`config.mk`:
```
export PLATFORM = sky130hd
export DESIGN_NAME = multiword_add_sequencer_flat
export DESIGN_NICKNAME = d
export VERILOG_FILES = /design/src/rtl/multiword_add_sequencer_if.sv /design/src/rtl/multiword_add_sequencer.sv /design/src/flat_wrapper.sv
export SDC_FILE = /design/constraint.sdc
export NUM_CORES = 1
export LEC_CHECK = 0
export BUFFER_PORTS_ARGS = -buffer_cell sky130_fd_sc_hd__buf_2
export CORE_MARGIN = 5
export CORE_UTILIZATION = 58
export DETAILED_ROUTE_END_ITERATION = 6
export PLACE_DENSITY = 0.84
export SLEW_MARGIN = 20
export SYNTH_ARGS = -nofsm -noshare
export SYNTH_HDL_FRONTEND = slang
export SYNTH_SLANG_ARGS = --single-unit
```
`constraint.sdc`:
```
create_clock -name clk -period 8.2 [get_ports clk]
set_input_delay 0.82 -clock clk [delete_from_list [all_inputs] [get_ports clk]]
set_output_delay 0.82 -clock clk [all_outputs]
set_load 0.02 [all_outputs]
```
`src/rtl/multiword_add_sequencer_if.sv`:
```
// Handshake and operand bus for multiword_add_sequencer.
// The producer side (in_*, a, b, cin) and consumer side (out_*, sum, cout)
// share one bundle; the sequencer takes the slave view.
// Optional feature macro: MWADD_SUB_EN adds the 'sub' request bit.
interface multiword_add_sequencer_if #(
  parameter int W = 64
);
  logic         in_valid;
  logic         in_ready;
  logic [W-1:0] a;
  logic [W-1:0] b;
  logic         cin;
`ifdef MWADD_SUB_EN
  logic         sub;
`endif
  logic         out_valid;
  logic         out_ready;
  logic [W-1:0] sum;
  logic         cout;
  logic         busy;

  modport master (
    output in_valid, a, b, cin,
`ifdef MWADD_SUB_EN
    output sub,
`endif
    output out_ready,
    input  in_ready, out_valid, sum, cout, busy
  );

  modport slave (
    input  in_valid, a, b, cin,
`ifdef MWADD_SUB_EN
    input  sub,
`endif
    input  out_ready,
    output in_ready, out_valid, sum, cout, busy
  );
endinterface

```
`src/rtl/multiword_add_sequencer.sv`:
```
// Multi-precision adder: sums WORDS*N-bit operands over WORDS cycles using
// one shared N-bit carry-lookahead adder, least-significant chunk first,
// with the carry registered between chunks.
// Optional feature macro: MWADD_SUB_EN (sub=1 computes A - B; cout=1 means
// no borrow).
module multiword_add_sequencer #(
  parameter int N     = 16,
  parameter int WORDS = 4
) (
  input logic clk,
  input logic rst,
  multiword_add_sequencer_if.slave bus
);
  localparam int W  = N * WORDS;
  localparam int KW = (WORDS > 1) ? $clog2(WORDS) : 1;
  localparam logic [KW-1:0] KLAST = KW'(WORDS - 1);

  typedef enum logic [1:0] {IDLE, RUN, DONE} state_t;

  state_t        state_q, state_d;
  logic [KW-1:0] k_q, k_d;
  logic          carry_q, carry_d;
  logic [W-1:0]  opA_q, opA_d;
  logic [W-1:0]  opB_q, opB_d;
  logic [W-1:0]  sum_q, sum_d;
  logic          cout_q, cout_d;

  logic [N-1:0]  chunkA, chunkB, gen, prop, addSum;
  logic [N:0]    carries;
  logic          addCout;
  logic          term;

  // Shared N-bit adder: each carry is a flat sum of generate/propagate
  // products of the current chunk rather than a rippled chain.
  always_comb begin
    chunkA  = opA_q[int'(k_q)*N +: N];
    chunkB  = opB_q[int'(k_q)*N +: N];
    gen     = chunkA & chunkB;
    prop    = chunkA ^ chunkB;
    carries = '0;
    term    = 1'b0;
    for (int i = 0; i <= N; i++) begin
      term = carry_q;
      for (int j = 0; j < i; j++) begin
        term = term & prop[j];
      end
      carries[i] = term;
      for (int j = 0; j < i; j++) begin
        term = gen[j];
        for (int m = j + 1; m < i; m++) begin
          term = term & prop[m];
        end
        carries[i] = carries[i] | term;
      end
    end
    addSum  = prop ^ carries[N-1:0];
    addCout = carries[N];
  end

  // Next-state logic: accept in IDLE, step one chunk per cycle in RUN,
  // hold the result in DONE until the consumer takes it.
  always_comb begin
    state_d = state_q;
    k_d     = k_q;
    carry_d = carry_q;
    opA_d   = opA_q;
    opB_d   = opB_q;
    sum_d   = sum_q;
    cout_d  = cout_q;
    case (state_q)
      IDLE: begin
        if (bus.in_valid) begin
          opA_d = bus.a;
`ifdef MWADD_SUB_EN
          opB_d   = bus.sub ? ~bus.b : bus.b;
          carry_d = bus.sub ? 1'b1 : bus.cin;
`else
          opB_d   = bus.b;
          carry_d = bus.cin;
`endif
          k_d     = '0;
          state_d = RUN;
        end
      end
      RUN: begin
        sum_d[int'(k_q)*N +: N] = addSum;
        carry_d = addCout;
        if (k_q == KLAST) begin
          cout_d  = addCout;
          k_d     = '0;
          state_d = DONE;
        end else begin
          k_d = k_q + 1'b1;
        end
      end
      DONE: begin
        if (bus.out_ready) begin
          state_d = IDLE;
        end
      end
      default: state_d = IDLE;
    endcase
  end

  // State and datapath registers; reset aborts any operation and clears
  // everything so nothing leaks into the next one.
  always_ff @(posedge clk) begin
    if (rst) begin
      state_q <= IDLE;
      k_q     <= '0;
      carry_q <= 1'b0;
      opA_q   <= '0;
      opB_q   <= '0;
      sum_q   <= '0;
      cout_q  <= 1'b0;
    end else begin
      state_q <= state_d;
      k_q     <= k_d;
      carry_q <= carry_d;
      opA_q   <= opA_d;
      opB_q   <= opB_d;
      sum_q   <= sum_d;
      cout_q  <= cout_d;
    end
  end

  assign bus.in_ready  = (state_q == IDLE) && !rst;
  assign bus.busy      = (state_q != IDLE);
  assign bus.out_valid = (state_q == DONE);
  assign bus.sum       = sum_q;
  assign bus.cout      = cout_q;
endmodule

```
`src/flat_wrapper.sv`:
```
// flat-port wrapper written by rule: the top's interface ports become plain ports
module multiword_add_sequencer_flat 
#(
  parameter int N     = 16,
  parameter int WORDS = 4
)
  (clk, rst, bus_in_valid, bus_a, bus_b, bus_cin, bus_out_ready, bus_in_ready, bus_out_valid, bus_sum, bus_cout, bus_busy);
  multiword_add_sequencer_if #(.W((N * WORDS))) bus_i ();
  input logic clk;
  input logic rst;
  input wire logic [$bits(bus_i.in_valid)-1:0] bus_in_valid;
  input wire logic [$bits(bus_i.a)-1:0] bus_a;
  input wire logic [$bits(bus_i.b)-1:0] bus_b;
  input wire logic [$bits(bus_i.cin)-1:0] bus_cin;
  input wire logic [$bits(bus_i.out_ready)-1:0] bus_out_ready;
  output wire logic [$bits(bus_i.in_ready)-1:0] bus_in_ready;
  output wire logic [$bits(bus_i.out_valid)-1:0] bus_out_valid;
  output wire logic [$bits(bus_i.sum)-1:0] bus_sum;
  output wire logic [$bits(bus_i.cout)-1:0] bus_cout;
  output wire logic [$bits(bus_i.busy)-1:0] bus_busy;
  assign bus_i.in_valid = bus_in_valid;
  assign bus_i.a = bus_a;
  assign bus_i.b = bus_b;
  assign bus_i.cin = bus_cin;
  assign bus_i.out_ready = bus_out_ready;
  assign bus_in_ready = bus_i.in_ready;
  assign bus_out_valid = bus_i.out_valid;
  assign bus_sum = bus_i.sum;
  assign bus_cout = bus_i.cout;
  assign bus_busy = bus_i.busy;
  multiword_add_sequencer #(.N(N), .WORDS(WORDS)) u_core (.clk(clk), .rst(rst), .bus(bus_i));
endmodule
```
==> impl_metrics.env <==
export IMPL_status="finished clean"
export IMPL_num_antenna_cells=0
export IMPL_cp_data_arrival_time_ns=4.12
export IMPL_synth_edf_count=0
export IMPL_numCtsBuffers=17
export IMPL_clockPowerShare_pct=39.2
export IMPL_cts_root_buf="clkbuf_16"
export IMPL_grt_max_degree=87
export IMPL_dr_wl_met2_um=11000
export IMPL_irDropWorstVdd_mv=0.158
export IMPL_drc_errors=0
export IMPL_synth_flop_cell="dfxtp_1"
export IMPL_final_max_slew_viol_count=0
export IMPL_combPwrFrac_pct=12.4
export IMPL_p_total_mw=2.12
export IMPL_powerDensity_nw_per_um2=212
export IMPL_drt_initial_drc_count=644
export IMPL_path_clk_slew_ns=0.07
export IMPL_p_int_mw=1.58
export IMPL_die_y_um=131
export IMPL_fin_nets=1293
export IMPL_yosysUniqueCellTypes=51
export IMPL_viasPerCell=5.87
export IMPL_leakage_nw=4.14
export IMPL_drtPass1Iterations=5
export IMPL_syn_inst=979
export IMPL_first_global_vias=7219
export IMPL_setup_viol=0
export IMPL_cts_resized=0
export IMPL_top_layer_used="met4"
export IMPL_switchingPower_mw=0.541
export IMPL_row_count=44
export IMPL_area_growth_syn_to_layout_pct=19.1
export IMPL_end_kind="flop"
export IMPL_fmax_ghz=0.263
export IMPL_maxSlewHeadroom_pct=29.0
export IMPL_dp_hpwl_um=16400
export IMPL_yosys_warnings=0
export IMPL_postLayoutCellArea_um2=10000
export IMPL_htreeDepth=4
export IMPL_grt_pass1_wl_um=36000
export IMPL_post_cts_setup_buffers=0
export IMPL_switching_share_pct=25.5
export IMPL_grt_usage_pct=27.0
export IMPL_final_common_cell="nand2_1"
export IMPL_hold_class="reg -> reg"
export IMPL_ys_ff_latch=198
export IMPL_finalCritPeriodShare_pct=46.4
export IMPL_p_seq_share_pct=48.4
export IMPL_core_area_um2=14400
export IMPL_numPortBuffers=200
export IMPL_cts_sinks=198
export IMPL_drt_total_wl_um=23000
export IMPL_worst_path_max_fanout=37
export IMPL_cp_start_kind="flop"
export IMPL_wl_met1_um=9590
export IMPL_fin_tns_setup_ns=0
export IMPL_async_flop_share_pct=0
export IMPL_wl_met3_um=1760
export IMPL_clockBufferDepth=2
export IMPL_initial_core_util_pct=58.6
export IMPL_maxCapViolations=0
export IMPL_dieArea_um2=17000
export IMPL_ios=201
export IMPL_placed_cell_area_um2=9450
export IMPL_postRouteAntennaNets=0
export IMPL_cts_tree="done"
export IMPL_clock_skew_ns=0.00548
export IMPL_antenna_found_initial=0
export IMPL_required_ns=8.51
export IMPL_avgSynthCellArea_um2=8.60
export IMPL_die_width_um=131
export IMPL_seq_area_frac_synth_pct=47.1
export IMPL_finalWeightedCongestion=0.871
export IMPL_crit_type="reg -> reg"
export IMPL_clk_insertion_delay_late_ns=0.44
export IMPL_nFillCells=1126
export IMPL_overflow=0
export IMPL_syn_nets=1136
export IMPL_final_hold_viol_count=0
export IMPL_netlist_area_um2=8420
export IMPL_final_core_util_pct=69.8
export IMPL_post_route_min_period_ns=3.81
export IMPL_rsz0062_at_grt="no"
export IMPL_final_cell_mix="nand2_1, buf_2, dfxtp_1"
export IMPL_via_count=7814
export IMPL_wl_per_cell_um=17.3
export IMPL_holdBufCountCts=0
export IMPL_worstMarginPinSlew_ns=1.06
export IMPL_drive_above_1_share_pct=23.9
## cell usage after synthesis, types with 2 or more instances
cell / count / area, um2
nor2_1: 56 / 210
a21oi_1: 149 / 746
clkbuf_1: 57 / 214
nand2_2: 2 / 12.5
a32o_1: 8 / 80.1
buf_2: 4 / 20.0
o21ai_0: 14 / 70.1
a221o_1: 2 / 20.0
o311ai_0: 8 / 70.1
nand2_1: 280 / 1050
nand3_1: 29 / 145
or4_1: 11 / 82.6
a22oi_1: 26 / 195
or3_1: 3 / 18.8
xnor2_1: 4 / 35.0
inv_1: 11 / 41.3
o21a_1: 3 / 22.5
o21ai_1: 4 / 20.0
xor2_1: 3 / 26.3
nor2b_1: 3 / 18.8
ha_1: 23 / 288
a311oi_1: 4 / 35.0
nand2b_1: 3 / 18.8
a211oi_1: 3 / 22.5
dfxtp_1: 198 / 3960
and2_1: 2 / 12.5
buf_1: 6 / 22.5
nor4_1: 2 / 12.5
nor3_1: 8 / 40.0
mux4_2: 32 / 721
## layer usage
| metal | track usage, % | vias to the layer above |
|---|---|---|
| met5 | 0 | - |
| met1 | 36.4 | 3690 |
| li1 | - | 3717 |
| met2 | 43.2 | 351 |
| met3 | 5.16 | 56 |
| met4 | 11.0 | 0 |
## final timing paths
kind                            startpoint  slack, ns  depth (start not counted)                         endpoint
max             u_core.k_q[1]$_SDFFE_PP0P_       4.39                          9  u_core.bus.sum[42]$_SDFFE_PP0P_
min          u_core.opA_q[41]$_SDFFE_PP0P_       0.45                          2    u_core.opA_q[41]$_SDFFE_PP0P_
max reg2reg     u_core.k_q[1]$_SDFFE_PP0P_       4.39                          9  u_core.bus.sum[42]$_SDFFE_PP0P_
min reg2reg  u_core.opA_q[41]$_SDFFE_PP0P_       0.45                          2    u_core.opA_q[41]$_SDFFE_PP0P_
## critical path: stages (launching register included)
cell      delay (ns)
dfxtp_2         0.93
mux4_2          0.62
ha_1            0.29
ha_1            0.19
o211ai_1        0.25
a211oi_1        0.16
or4_1           0.56
a21oi_1         0.21
xor2_1          0.31
o21ai_0         0.15
## final cells by class
cell class	instances	area (um2)	share of cell area [%]
Sequential cell	198	3970	39.5
Clock inverter	6	92.6	0.923
Tap cell	184	230	2.30
Multi-Input combinational cell	702	4160	41.5
Clock buffer	24	492	4.90
Timing Repair Buffer	206	1050	10.5
Inverter	11	41.3	0.412
## power by group through the flow
stage	logic [mW]	registers, mW	clock network [mW]
2_1_floorplan	0.173	1.04	0
3_3_place_gp	0.254	1.05	0
3_5_place_dp	0.258	1.05	0
4_1_cts	0.261	1.03	0.835
5_1_grt	0.289	1.03	0.883
6_report	0.264	1.03	0.832
## state kept, by name (all words and copies together) (netlist names)
register / flops
u_core.opA_q: 64
u_core.state_q: 2
u_core.carry_q: 1
u_core.opB_q: 64
u_core.bus.cout: 1
u_core.k_q: 2
u_core.bus.sum: 64
## stage by stage
step | setup slack (ns) | instances | hold WS, ns
after floorplan | 4.54 | 979 | 0.433
after global placement | 4.53 | 1301 | 0.438
after detailed placement | 4.43 | 1301 | 0.444
after CTS | 4.39 | 1331 | 0.456
after global routing | 4.17 | 1331 | 0.470
final | 4.39 | 1331 | 0.453
## logic make-up after synthesis
kind of cell	share of synthesized area [%]
AND/OR/NAND/NOR	19.9
XOR/XNOR	0.728
AO/OA/AOI/OAI	16.3
adder cells (fa/ha/maj)	3.65
multiplexers	8.67
buffers and inverters	3.67
flip-flops	47.1
(Power assumes the default switching activity.)
